## src/rtl/cp0_exc_ctrl_pkg.sv

```systemverilog
// Shared constants for the WB-stage exception/ERET commit sequencer:
// ExcCode values, exception flag bit positions, CP0 addresses and FSM encodings.
package cp0_exc_ctrl_pkg;

    localparam logic [4:0] EXC_INT  = 5'h00;
    localparam logic [4:0] EXC_ADEL = 5'h04;
    localparam logic [4:0] EXC_ADES = 5'h05;
    localparam logic [4:0] EXC_SYS  = 5'h08;
    localparam logic [4:0] EXC_BP   = 5'h09;
    localparam logic [4:0] EXC_RI   = 5'h0A;
    localparam logic [4:0] EXC_OV   = 5'h0C;

    // wb_exc bit positions; ascending index is descending priority
    localparam int BIT_ADEL_F = 0;
    localparam int BIT_RI     = 1;
    localparam int BIT_OV     = 2;
    localparam int BIT_SYS    = 3;
    localparam int BIT_BP     = 4;
    localparam int BIT_ADEL_D = 5;
    localparam int BIT_ADES   = 6;

    localparam logic [5:0] CP0ADDR_STATUS = 6'd12;

    localparam logic [1:0] ST_IDLE  = 2'd0;
    localparam logic [1:0] ST_FLUSH = 2'd1;
    localparam logic [1:0] ST_REDIR = 2'd2;

    typedef struct packed {
        logic       any;
        logic [4:0] code;
        logic       is_addr_fault;
        logic       is_adel_f;
    } prio_t;

endpackage

```

## src/rtl/cp0_exc_ctrl_if.sv

```systemverilog
// WB-stage <-> exception controller signal bundle.
interface cp0_exc_ctrl_if;

    logic        wb_valid;
    logic [31:0] wb_PC;
    logic        wb_BD;
    logic [6:0]  wb_exc;
    logic [31:0] wb_badvaddr;
    logic        wb_eret;
    logic        int_pending;
    logic        mtc0_we;
    logic [5:0]  cp0_addr;
    logic [31:0] mct0_data;
    logic [31:0] cp0_EPC_data;

    logic        exception;
    logic        EXL;
    logic        BD;
    logic [4:0]  exc_code;
    logic        cause_BD;
    logic        badvaddr_we;
    logic [31:0] badvaddr;
    logic        flush;
    logic        redirect_valid;
    logic [31:0] redirect_PC;
    logic        commit_stall;

    modport master (
        output wb_valid, wb_PC, wb_BD, wb_exc, wb_badvaddr, wb_eret,
               int_pending, mtc0_we, cp0_addr, mct0_data, cp0_EPC_data,
        input  exception, EXL, BD, exc_code, cause_BD, badvaddr_we, badvaddr,
               flush, redirect_valid, redirect_PC, commit_stall
    );

    modport slave (
        input  wb_valid, wb_PC, wb_BD, wb_exc, wb_badvaddr, wb_eret,
               int_pending, mtc0_we, cp0_addr, mct0_data, cp0_EPC_data,
        output exception, EXL, BD, exc_code, cause_BD, badvaddr_we, badvaddr,
               flush, redirect_valid, redirect_PC, commit_stall
    );

endinterface

```

## src/rtl/cp0_exc_ctrl_prio_enc.sv

```systemverilog
// Combinational priority encoder: {interrupt, wb_exc} -> {any, ExcCode, address-fault flags}.
module cp0_exc_ctrl_prio_enc
    import cp0_exc_ctrl_pkg::*;
(
    input  logic       interrupt,
    input  logic [6:0] exc,
    output prio_t      prio
);

    // NOTE: every output of a combinational block gets a default first so no path leaves it unassigned and infers a latch.
    always_comb begin
        prio = '0;
        prio.any = interrupt | (|exc);
        if (interrupt)              prio.code = EXC_INT;
        else if (exc[BIT_ADEL_F]) begin
            prio.code          = EXC_ADEL;
            prio.is_addr_fault = 1'b1;
            prio.is_adel_f     = 1'b1;
        end
        else if (exc[BIT_RI])       prio.code = EXC_RI;
        else if (exc[BIT_OV])       prio.code = EXC_OV;
        else if (exc[BIT_SYS])      prio.code = EXC_SYS;
        else if (exc[BIT_BP])       prio.code = EXC_BP;
        else if (exc[BIT_ADEL_D]) begin
            prio.code          = EXC_ADEL;
            prio.is_addr_fault = 1'b1;
        end
        else if (exc[BIT_ADES]) begin
            prio.code          = EXC_ADES;
            prio.is_addr_fault = 1'b1;
        end
    end

endmodule

```

## src/rtl/cp0_exc_ctrl.sv

```systemverilog
// WB-stage exception/ERET commit sequencer: owns Status.EXL, Cause.BD/ExcCode and
// drives a flush followed by a single-cycle redirect to the vector or EPC.
module cp0_exc_ctrl
    import cp0_exc_ctrl_pkg::*;
#(
    parameter logic [31:0] EXC_VECTOR   = 32'hBFC0_0380,
    parameter int          FLUSH_CYCLES = 2
) (
    input logic           clk,
    input logic           rst_n,
    cp0_exc_ctrl_if.slave bus
);

    localparam int CNT_W = (FLUSH_CYCLES > 1) ? $clog2(FLUSH_CYCLES) : 1;
    localparam logic [CNT_W-1:0] CNT_LOAD = CNT_W'(FLUSH_CYCLES - 1);

    logic [1:0]       state;
    logic [CNT_W-1:0] cnt;
    logic             exl_q;
    logic [4:0]       exc_code_q;
    logic             cause_bd_q;
    logic [31:0]      redirect_pc_q;

    prio_t prio;
    logic  in_idle;
    logic  take_exc;
    logic  take_eret;
    logic  take_mtc0;
    logic  unused_mtc0_bits;

    cp0_exc_ctrl_prio_enc u_prio_enc (
        .interrupt (bus.int_pending & ~exl_q),
        .exc       (bus.wb_exc),
        .prio      (prio)
    );

    assign in_idle   = (state == ST_IDLE);
    assign take_exc  = in_idle & bus.wb_valid & prio.any;
    assign take_eret = in_idle & bus.wb_valid & bus.wb_eret & ~take_exc;
    assign take_mtc0 = in_idle & bus.mtc0_we & (bus.cp0_addr == CP0ADDR_STATUS)
                     & ~take_exc & ~take_eret;
    assign unused_mtc0_bits = ^{bus.mct0_data[31:2], bus.mct0_data[0]};

    // NOTE: sequential state uses non-blocking assignments so every flop samples pre-edge values.
    always_ff @(posedge clk or negedge rst_n) begin
        if (!rst_n) begin
            state         <= ST_IDLE;
            cnt           <= '0;
            exl_q         <= 1'b1;
            exc_code_q    <= EXC_INT;
            cause_bd_q    <= 1'b0;
            redirect_pc_q <= EXC_VECTOR;
        end else begin
            case (state)
                ST_IDLE: begin
                    if (take_exc) begin
                        exc_code_q    <= prio.code;
                        redirect_pc_q <= EXC_VECTOR;
                        // Nested exceptions keep the original delay-slot indication.
                        if (!exl_q) cause_bd_q <= bus.wb_BD;
                        exl_q         <= 1'b1;
                        cnt           <= CNT_LOAD;
                        state         <= ST_FLUSH;
                    end else if (take_eret) begin
                        exl_q         <= 1'b0;
                        redirect_pc_q <= bus.cp0_EPC_data;
                        cnt           <= CNT_LOAD;
                        state         <= ST_FLUSH;
                    end else if (take_mtc0) begin
                        exl_q         <= bus.mct0_data[1];
                    end
                end
                ST_FLUSH: begin
                    if (cnt == '0) state <= ST_REDIR;
                    else           cnt   <= cnt - CNT_W'(1);
                end
                ST_REDIR: state <= ST_IDLE;
                default:  state <= ST_IDLE;
            endcase
        end
    end

    assign bus.exception      = take_exc;
    assign bus.BD             = bus.wb_BD & take_exc;
    assign bus.EXL            = exl_q;
    assign bus.exc_code       = exc_code_q;
    assign bus.cause_BD       = cause_bd_q;
    assign bus.badvaddr_we    = take_exc & prio.is_addr_fault;
    assign bus.badvaddr       = prio.is_adel_f ? bus.wb_PC : bus.wb_badvaddr;
    assign bus.flush          = (state == ST_FLUSH);
    assign bus.redirect_valid = (state == ST_REDIR);
    assign bus.redirect_PC    = redirect_pc_q;
    assign bus.commit_stall   = ~in_idle;

endmodule
```

## src/flat_wrapper.sv

```systemverilog
// flat-port wrapper written by rule: the top's interface ports become plain ports
module cp0_exc_ctrl_flat import cp0_exc_ctrl_pkg::*;
#(
    parameter logic [31:0] EXC_VECTOR   = 32'hBFC0_0380,
    parameter int          FLUSH_CYCLES = 2
)
  (clk, rst_n, bus_wb_valid, bus_wb_PC, bus_wb_BD, bus_wb_exc, bus_wb_badvaddr, bus_wb_eret, bus_int_pending, bus_mtc0_we, bus_cp0_addr, bus_mct0_data, bus_cp0_EPC_data, bus_exception, bus_EXL, bus_BD, bus_exc_code, bus_cause_BD, bus_badvaddr_we, bus_badvaddr, bus_flush, bus_redirect_valid, bus_redirect_PC, bus_commit_stall);
  cp0_exc_ctrl_if bus_i ();
  input logic clk;
  input logic rst_n;
  input wire logic [$bits(bus_i.wb_valid)-1:0] bus_wb_valid;
  input wire logic [$bits(bus_i.wb_PC)-1:0] bus_wb_PC;
  input wire logic [$bits(bus_i.wb_BD)-1:0] bus_wb_BD;
  input wire logic [$bits(bus_i.wb_exc)-1:0] bus_wb_exc;
  input wire logic [$bits(bus_i.wb_badvaddr)-1:0] bus_wb_badvaddr;
  input wire logic [$bits(bus_i.wb_eret)-1:0] bus_wb_eret;
  input wire logic [$bits(bus_i.int_pending)-1:0] bus_int_pending;
  input wire logic [$bits(bus_i.mtc0_we)-1:0] bus_mtc0_we;
  input wire logic [$bits(bus_i.cp0_addr)-1:0] bus_cp0_addr;
  input wire logic [$bits(bus_i.mct0_data)-1:0] bus_mct0_data;
  input wire logic [$bits(bus_i.cp0_EPC_data)-1:0] bus_cp0_EPC_data;
  output wire logic [$bits(bus_i.exception)-1:0] bus_exception;
  output wire logic [$bits(bus_i.EXL)-1:0] bus_EXL;
  output wire logic [$bits(bus_i.BD)-1:0] bus_BD;
  output wire logic [$bits(bus_i.exc_code)-1:0] bus_exc_code;
  output wire logic [$bits(bus_i.cause_BD)-1:0] bus_cause_BD;
  output wire logic [$bits(bus_i.badvaddr_we)-1:0] bus_badvaddr_we;
  output wire logic [$bits(bus_i.badvaddr)-1:0] bus_badvaddr;
  output wire logic [$bits(bus_i.flush)-1:0] bus_flush;
  output wire logic [$bits(bus_i.redirect_valid)-1:0] bus_redirect_valid;
  output wire logic [$bits(bus_i.redirect_PC)-1:0] bus_redirect_PC;
  output wire logic [$bits(bus_i.commit_stall)-1:0] bus_commit_stall;
  assign bus_i.wb_valid = bus_wb_valid;
  assign bus_i.wb_PC = bus_wb_PC;
  assign bus_i.wb_BD = bus_wb_BD;
  assign bus_i.wb_exc = bus_wb_exc;
  assign bus_i.wb_badvaddr = bus_wb_badvaddr;
  assign bus_i.wb_eret = bus_wb_eret;
  assign bus_i.int_pending = bus_int_pending;
  assign bus_i.mtc0_we = bus_mtc0_we;
  assign bus_i.cp0_addr = bus_cp0_addr;
  assign bus_i.mct0_data = bus_mct0_data;
  assign bus_i.cp0_EPC_data = bus_cp0_EPC_data;
  assign bus_exception = bus_i.exception;
  assign bus_EXL = bus_i.EXL;
  assign bus_BD = bus_i.BD;
  assign bus_exc_code = bus_i.exc_code;
  assign bus_cause_BD = bus_i.cause_BD;
  assign bus_badvaddr_we = bus_i.badvaddr_we;
  assign bus_badvaddr = bus_i.badvaddr;
  assign bus_flush = bus_i.flush;
  assign bus_redirect_valid = bus_i.redirect_valid;
  assign bus_redirect_PC = bus_i.redirect_PC;
  assign bus_commit_stall = bus_i.commit_stall;
  cp0_exc_ctrl #(.EXC_VECTOR(EXC_VECTOR), .FLUSH_CYCLES(FLUSH_CYCLES)) u_core (.clk(clk), .rst_n(rst_n), .bus(bus_i));
endmodule
```

## config.mk

```make
export PLATFORM = sky130hd
export DESIGN_NAME = cp0_exc_ctrl_flat
export DESIGN_NICKNAME = d
export VERILOG_FILES = /design/src/rtl/cp0_exc_ctrl_pkg.sv /design/src/rtl/cp0_exc_ctrl_if.sv /design/src/rtl/cp0_exc_ctrl_prio_enc.sv /design/src/rtl/cp0_exc_ctrl.sv /design/src/flat_wrapper.sv
export SDC_FILE = /design/constraint.sdc
export NUM_CORES = 1
export LEC_CHECK = 0
export BUFFER_PORTS_ARGS = -buffer_cell sky130_fd_sc_hd__buf_2
export CAP_MARGIN = 20
export CORE_AREA = 2 2 88 90
export DETAILED_ROUTE_END_ITERATION = 6
export DIE_AREA = 0 0 90 92
export GPL_TIMING_DRIVEN = 1
export HOLD_SLACK_MARGIN = 0.03
export PLACE_DENSITY_LB_ADDON = 0.08
export SYNTH_ARGS = -nofsm -noshare
export SYNTH_HDL_FRONTEND = slang
export SYNTH_SLANG_ARGS = --single-unit
```

## constraint.sdc

```tcl
create_clock -name clk -period 4.2 [get_ports clk]
set_clock_uncertainty 0.1 [all_clocks]
set_input_delay 0.21 -clock clk [delete_from_list [all_inputs] [get_ports clk]]
set_output_delay 0.21 -clock clk [all_outputs]
set_load 0.05 [all_outputs]
```

-- Yosys cells after proc, flatten, opt, wreduce, memory -nomap -nowiden
Index checks and enable logic that the tools add are counted.
- register bits after elaboration: 42
- output and inout port bits: 77
- $add $sub $neg: 1
- eq/ne operators: 5
- muxes and demuxes: 28
- bitwise logic cells: 16
- reduce and logical (&&, ||, !) cells: 11
- operators with widths (operator ; number):
    2-to-1 mux 32 bit ; 3
    2-to-1 mux 5 bit ; 5
    2-to-1 mux 6 bit ; 2
    bitwise AND 1 bit ; 11
    2-to-1 mux 1 bit ; 11
    AND reduction 2 bit ; 5
    2-to-1 mux 2 bit ; 4
    OR reduction 7 bit ; 1
    == test 6 x 4 -> 1 bit, second input constant ; 1
    2-to-1 mux 4 bit ; 1
    inverter 1 bit ; 4
    one-hot mux 2 bit (2 select lines) ; 1
    nonzero test 2 bit ; 2
    != test 3 bit, second input constant ; 1
    AND reduction 3 bit ; 1
    nonzero test 3 bit ; 1
    == test 2 x 1 -> 1 bit, second input constant ; 1
    == test 2 bit, second input constant ; 1
    logical NOT 2 bit ; 1
    != test 2 bit, second input constant ; 1
    one-hot mux 1 bit (2 select lines) ; 1
    bitwise OR 1 bit ; 1
    subtractor 1 bit, second input constant ; 1

-- Longest topological paths before layout
- depth after elaboration: 11
- gate-level depth with buffers: 6

-- Cells and area by module
Synthesis repeated with hierarchy kept, for this count alone.
- cells, all modules: 181
- area total of the unflattened synthesis: 2120.8 um^2
- by module, submodules not included (module ; times used ; cells an instance ; area each (um^2) ; sequential area each (um^2)):
    cp0_exc_ctrl ; 1 ; 162 ; 2009.4 ; 1067.3
    cp0_exc_ctrl_prio_enc ; 1 ; 19 ; 111.4 ; 0.0

-- Worst setup path before layout
No wires, ideal clock.
- kind: reg2out
- from: register u_core.exl_q (netlist: u_core.bus.EXL)
- to: output port bus_badvaddr_we
- arrival time: 1917 ps
- required time: 3890 ps
- setup slack: 1973 ps
- stages on the path, launching flop included: 6
- buffers on the path: 2
- path through: dfstp_2 -> nor2b_1 -> clkbuf_1 -> o41ai_4 -> buf_2 -> nor2_1
- cells in the longest elaborated chain, start to end: 5
- elaborated cells between the ends (all ways): 6
- classes of those cells: mux: 1; bitwise: 5
- ends and longest elaborated chain (element ; RTL line ; text):
    start, declared ; cp0_exc_ctrl.sv:19 ; logic exl_q;
    start signal, assigned ; cp0_exc_ctrl.sv:70 ; exl_q <= bus.mct0_data[1];
    inverter 1 bit * ; cp0_exc_ctrl.sv:32 ; .interrupt (bus.int_pending & ~exl_q),
    bitwise AND 1 bit * ; cp0_exc_ctrl.sv:32 ;
    bitwise OR 1 bit ; cp0_exc_ctrl_prio_enc.sv:13 ; prio.any = interrupt | (|exc);
    bitwise AND 1 bit ; cp0_exc_ctrl.sv:38 ; assign take_exc = in_idle & bus.wb_valid & prio.any;
    bitwise AND 1 bit * ; cp0_exc_ctrl.sv:88 ; assign bus.badvaddr_we = take_exc & prio.is_addr_fault;
    end, declared ; flat_wrapper.sv:27 ; output wire logic [$bits(bus_i.badvaddr_we)-1:0] bus_badvaddr_we;
Mark *: on every way between the ends. The rest lies on a longest branch, timed or not.

-- Worst setup path in the final report
- from: register u_core.exl_q (netlist: u_core.bus.EXL)
- to: output port bus_exception
- cells in the longest elaborated chain, start to end: 4
- ends and longest elaborated chain (element ; RTL line ; text):
    inverter 1 bit ; cp0_exc_ctrl.sv:32 ;
    bitwise AND 1 bit ; cp0_exc_ctrl.sv:32 ;
    bitwise OR 1 bit ; cp0_exc_ctrl_prio_enc.sv:13 ;
    bitwise AND 1 bit ; cp0_exc_ctrl.sv:38 ;
    end, declared ; flat_wrapper.sv:22 ; output wire logic [$bits(bus_i.exception)-1:0] bus_exception;
Every way passes these cells.

==> impl_metrics.json <==
{
  "io_buffers": 192,
  "ios": 225,
  "cts.htree.levels": 2,
  "slew_violations": 0,
  "cp_cell_sequence": "nor2b_1 -> o41ai_4 -> inv_2 -> buf_2",
  "combPwrFrac_pct": 51.8,
  "yosysMostFrequentCell": "mux2_1",
  "synthesis.nets": 338,
  "setup_viol_count_final": 0,
  "yosysSeqAreaShare_pct": 48.3,
  "power_switching_share_pct": 48.7,
  "fp-row-count": 32,
  "clk_latency_ps": 290,
  "ys_warn_count": 0,
  "synth_cell_types": 39,
  "tightest_slew_ps": 922,
  "num_antenna_cells": 0,
  "grt_use_total_pct": 17.4,
  "die_x_um": 90,
  "grt_pass1_vias": 2268,
  "register_area_mm2": 0.00104,
  "cts_root_buffer": "clkbuf_8",
  "layout_setup_ws_ps": 1590,
  "synth_top_area_share_pct": 32.4,
  "synth-simple-area-share_pct": 13.4,
  "final_nets": 554,
  "syn2layout_area_growth_pct": 65.9,
  "die-area_mm2": 0.00828,
  "p_clk_share_pct": 18.2,
  "num-fill-cells": 719,
  "internal_power_uw": 916,
  "grt_max_degree": 42,
  "cts_sinks": 41,
  "first_iter_violations": 62,
  "drive_gt1_share_pct": 54.5,
  "synth-xor-area-share_pct": 0,
  "start_kind": "flop",
  "hp-class": "in2reg",
  "drt_pass1_iterations": 4,
  "synth_compound_area_share_pct": 16.2,
  "synth_top_cell_by_area": "dfrtp_1",
  "synthArstFlopShare_pct": 100,
  "timing.slew.headroom_pct": 38.5,
  "synthTopCellsByArea": "dfrtp_1 32%, mux2_1 17%, dfstp_2 16%, a22o_1 8.1%, nand2_1 3.5%",
  "syn_area_per_cell_um2": 11.4,
  "synthCells": 190,
  "routed_wl_um": 7470,
  "switchingPower_uw": 870,
  "crit_type": "reg2out",
  "p_leak_nw": 1.88,
  "grt_pass1_wl_um": 11600,
  "finalHoldViolCount": 0,
  "ys_seq_elements": 41,
  "routed-via-count": 2296,
  "ir_worst_vdd_mv": 0.204,
  "antenna_found_initial": 1,
  "period_needed_ps": 2610,
  "clk_path_buf_depth": 2,
  "ctsResizeCount": 0,
  "routed_via_density": 4.51,
  "netlist_area_mm2": 0.00216,
  "gp_congestion": 0.801,
  "multi_input_area_mm2": 0.00101,
  "rsz0062_at_grt": "no",
  "synthAdderAreaFrac_pct": 0,
  "synth_top_family_by_area": "multiplexers",
  "synthFlopType": "dfrtp_1",
  "finalCritPeriodShare_pct": 62.1,
  "p_per_area_mw_per_mm2": 498,
  "pwr-share-seq_pct": 30.0,
  "post-dp-hpwl_um": 5650,
  "critPathBufInv": 2,
  "max_cap_violations": 0,
  "cp.required_ps": 3890,
  "max_freq_mhz": 384,
  "post-place-ws_ps": 1800,
  "finalSetupTns_ps": 0,
  "worstPathArrival_ps": 2300,
  "avgRoutedWirePerCell_um": 14.7,
  "start_util_pct": 29.0,
  "drtAntennaViolNets": 0,
  "max_stage_delay_ps": 880,
  "status": "completed",
  "slowest_stage": "o41ai_4",
  "die_h_um": 92,
  "gr-total-overflow": 0,
  "postCtsSetupRepairBufs": 0,
  "synthTopCellsByCount": "32 x mux2_1, 28 x dfrtp_1, 20 x a22o_1, 20 x nand2_1, 13 x dfstp_2",
  "core_mm2": 0.00745,
  "worstPathMaxFanout": 16,
  "drc": 0,
  "synthMuxAreaShare_pct": 17.2,
  "path_clk_slew_ps": 90,
  "cts_made_buffers": 5,
  "holdWs_ps": 30.4,
  "critPathTopFamily": "compound AO/OA/AOI/OAI gates",
  "crit_path_end_kind": "output pin",
  "cts_tree": "done",
  "synth_edf_count": 0
}
[logic make-up (layout without fill, tap and decap cells)]
kind of cell / after synthesis / after routing
DFF: 41 / 41
buffers and inverters: 19 / 236
and+or+nand+nor: 56 / 56
muxes: 33 / 33
other: 1 / 1
AOI/OAI and AO/OA: 40 / 40
[routing by layer]
layer / global-route usage [%] / routed length (um) / vias up / share of wire [%]
met5: 0 / 13 / - / 0.17
met4: 4.74 / 83 / 2 / 1.1
met3: 5.26 / 552 / 8 / 7.4
met2: 31.1 / 3680 / 117 / 49
met1: 20.3 / 3140 / 1047 / 42
li1: - / - / 1122 / -
[flip-flops by register name, summed over array words and instances (netlist names)]
register	count
u_core.bus.exc_code	4
u_core.state	2
u_core.bus.cause_BD	1
u_core.bus.EXL	1
u_core.bus.redirect_PC	32
u_core.cnt	1
[power groups by stage]
| stage | sequential, mW | combinational (mW) | clock (mW) |
|---|---|---|---|
| floorplan | 0.726 | 0.509 | 0 |
| global placement | 0.542 | 0.907 | 0 |
| detailed placement | 0.544 | 0.911 | 0 |
| CTS | 0.536 | 0.933 | 0.339 |
| global route | 0.546 | 0.985 | 0.352 |
| finish | 0.535 | 0.925 | 0.325 |
[path summary, 6_finish.rpt]
| kind | start | end | slack (ps) | depth (start not counted) |
|---|---|---|---|---|
| setup / recovery | u_core.bus.EXL | bus_exception | 1590 | 4 |
| hold / removal | bus_cp0_EPC_data[26] | u_core.bus.redirect_PC[26] | 30 | 3 |
| setup reg to reg | u_core.bus.EXL | u_core.bus.redirect_PC[3] | 2000 | 4 |
| hold reg to reg | u_core.cnt | u_core.state[1] | 360 | 1 |
| max in group asynchronous | rst_n | u_core.bus.redirect_PC[3] | 2930 | 2 |
| min in group asynchronous | rst_n | u_core.bus.cause_BD | 480 | 2 |
[layout by cell type, fill, tap and decap left out, types with 2 or more instances in the layout]
master,Yosys,final
o31ai_1,3,3
nor4_1,4,4
nor3_1,2,2
nor2b_1,2,2
nand2_1,20,20
a22o_1,20,20
dfstp_2,13,13
or3_1,2,2
dfrtp_1,28,28
buf_4,4,2
a21oi_1,3,3
clkbuf_8,0,5
nand3_1,6,6
nor2_1,9,9
inv_1,4,4
buf_2,2,192
dlygate4sd3_1,0,29
o22a_1,7,7
nand2b_1,2,2
mux2_1,32,32
o21ai_1,2,2
[stage by stage]
step / std cells / utilization (%) / cell area, um2 / power, mW
after floorplan: 190 / - / 2160 / 1.23
after global placement: 472 / 42.7 / 3180 / 1.45
after detailed placement: 472 / 42.7 / 3180 / 1.46
after CTS: 507 / 47.8 / 3560 / 1.81
after global routing: 509 / 48.1 / 3580 / 1.88
final: 509 / 48.1 / 3580 / 1.79
[worst min-delay path: cells and delay by family]
family,cells,cell delay (ps)
buffers and inverters,1,100
AND/OR/NAND/NOR,2,120
[area by class of cell]
class / count / share of cell area (%)
timing repair buffer: 223 / 35.3
sequential: 41 / 29.1
multi-input combinational: 130 / 28.3
tap: 102 / 3.56
clock buffer: 5 / 1.92
clock inverter: 3 / 1.29
inverter: 5 / 0.524
[timing repair]
item,CTS,global route
endpoints found under the setup margin,0,0
hold buffers,27,2
endpoints found under the hold margin,54,2
Power figures use the tool's default switching activity.
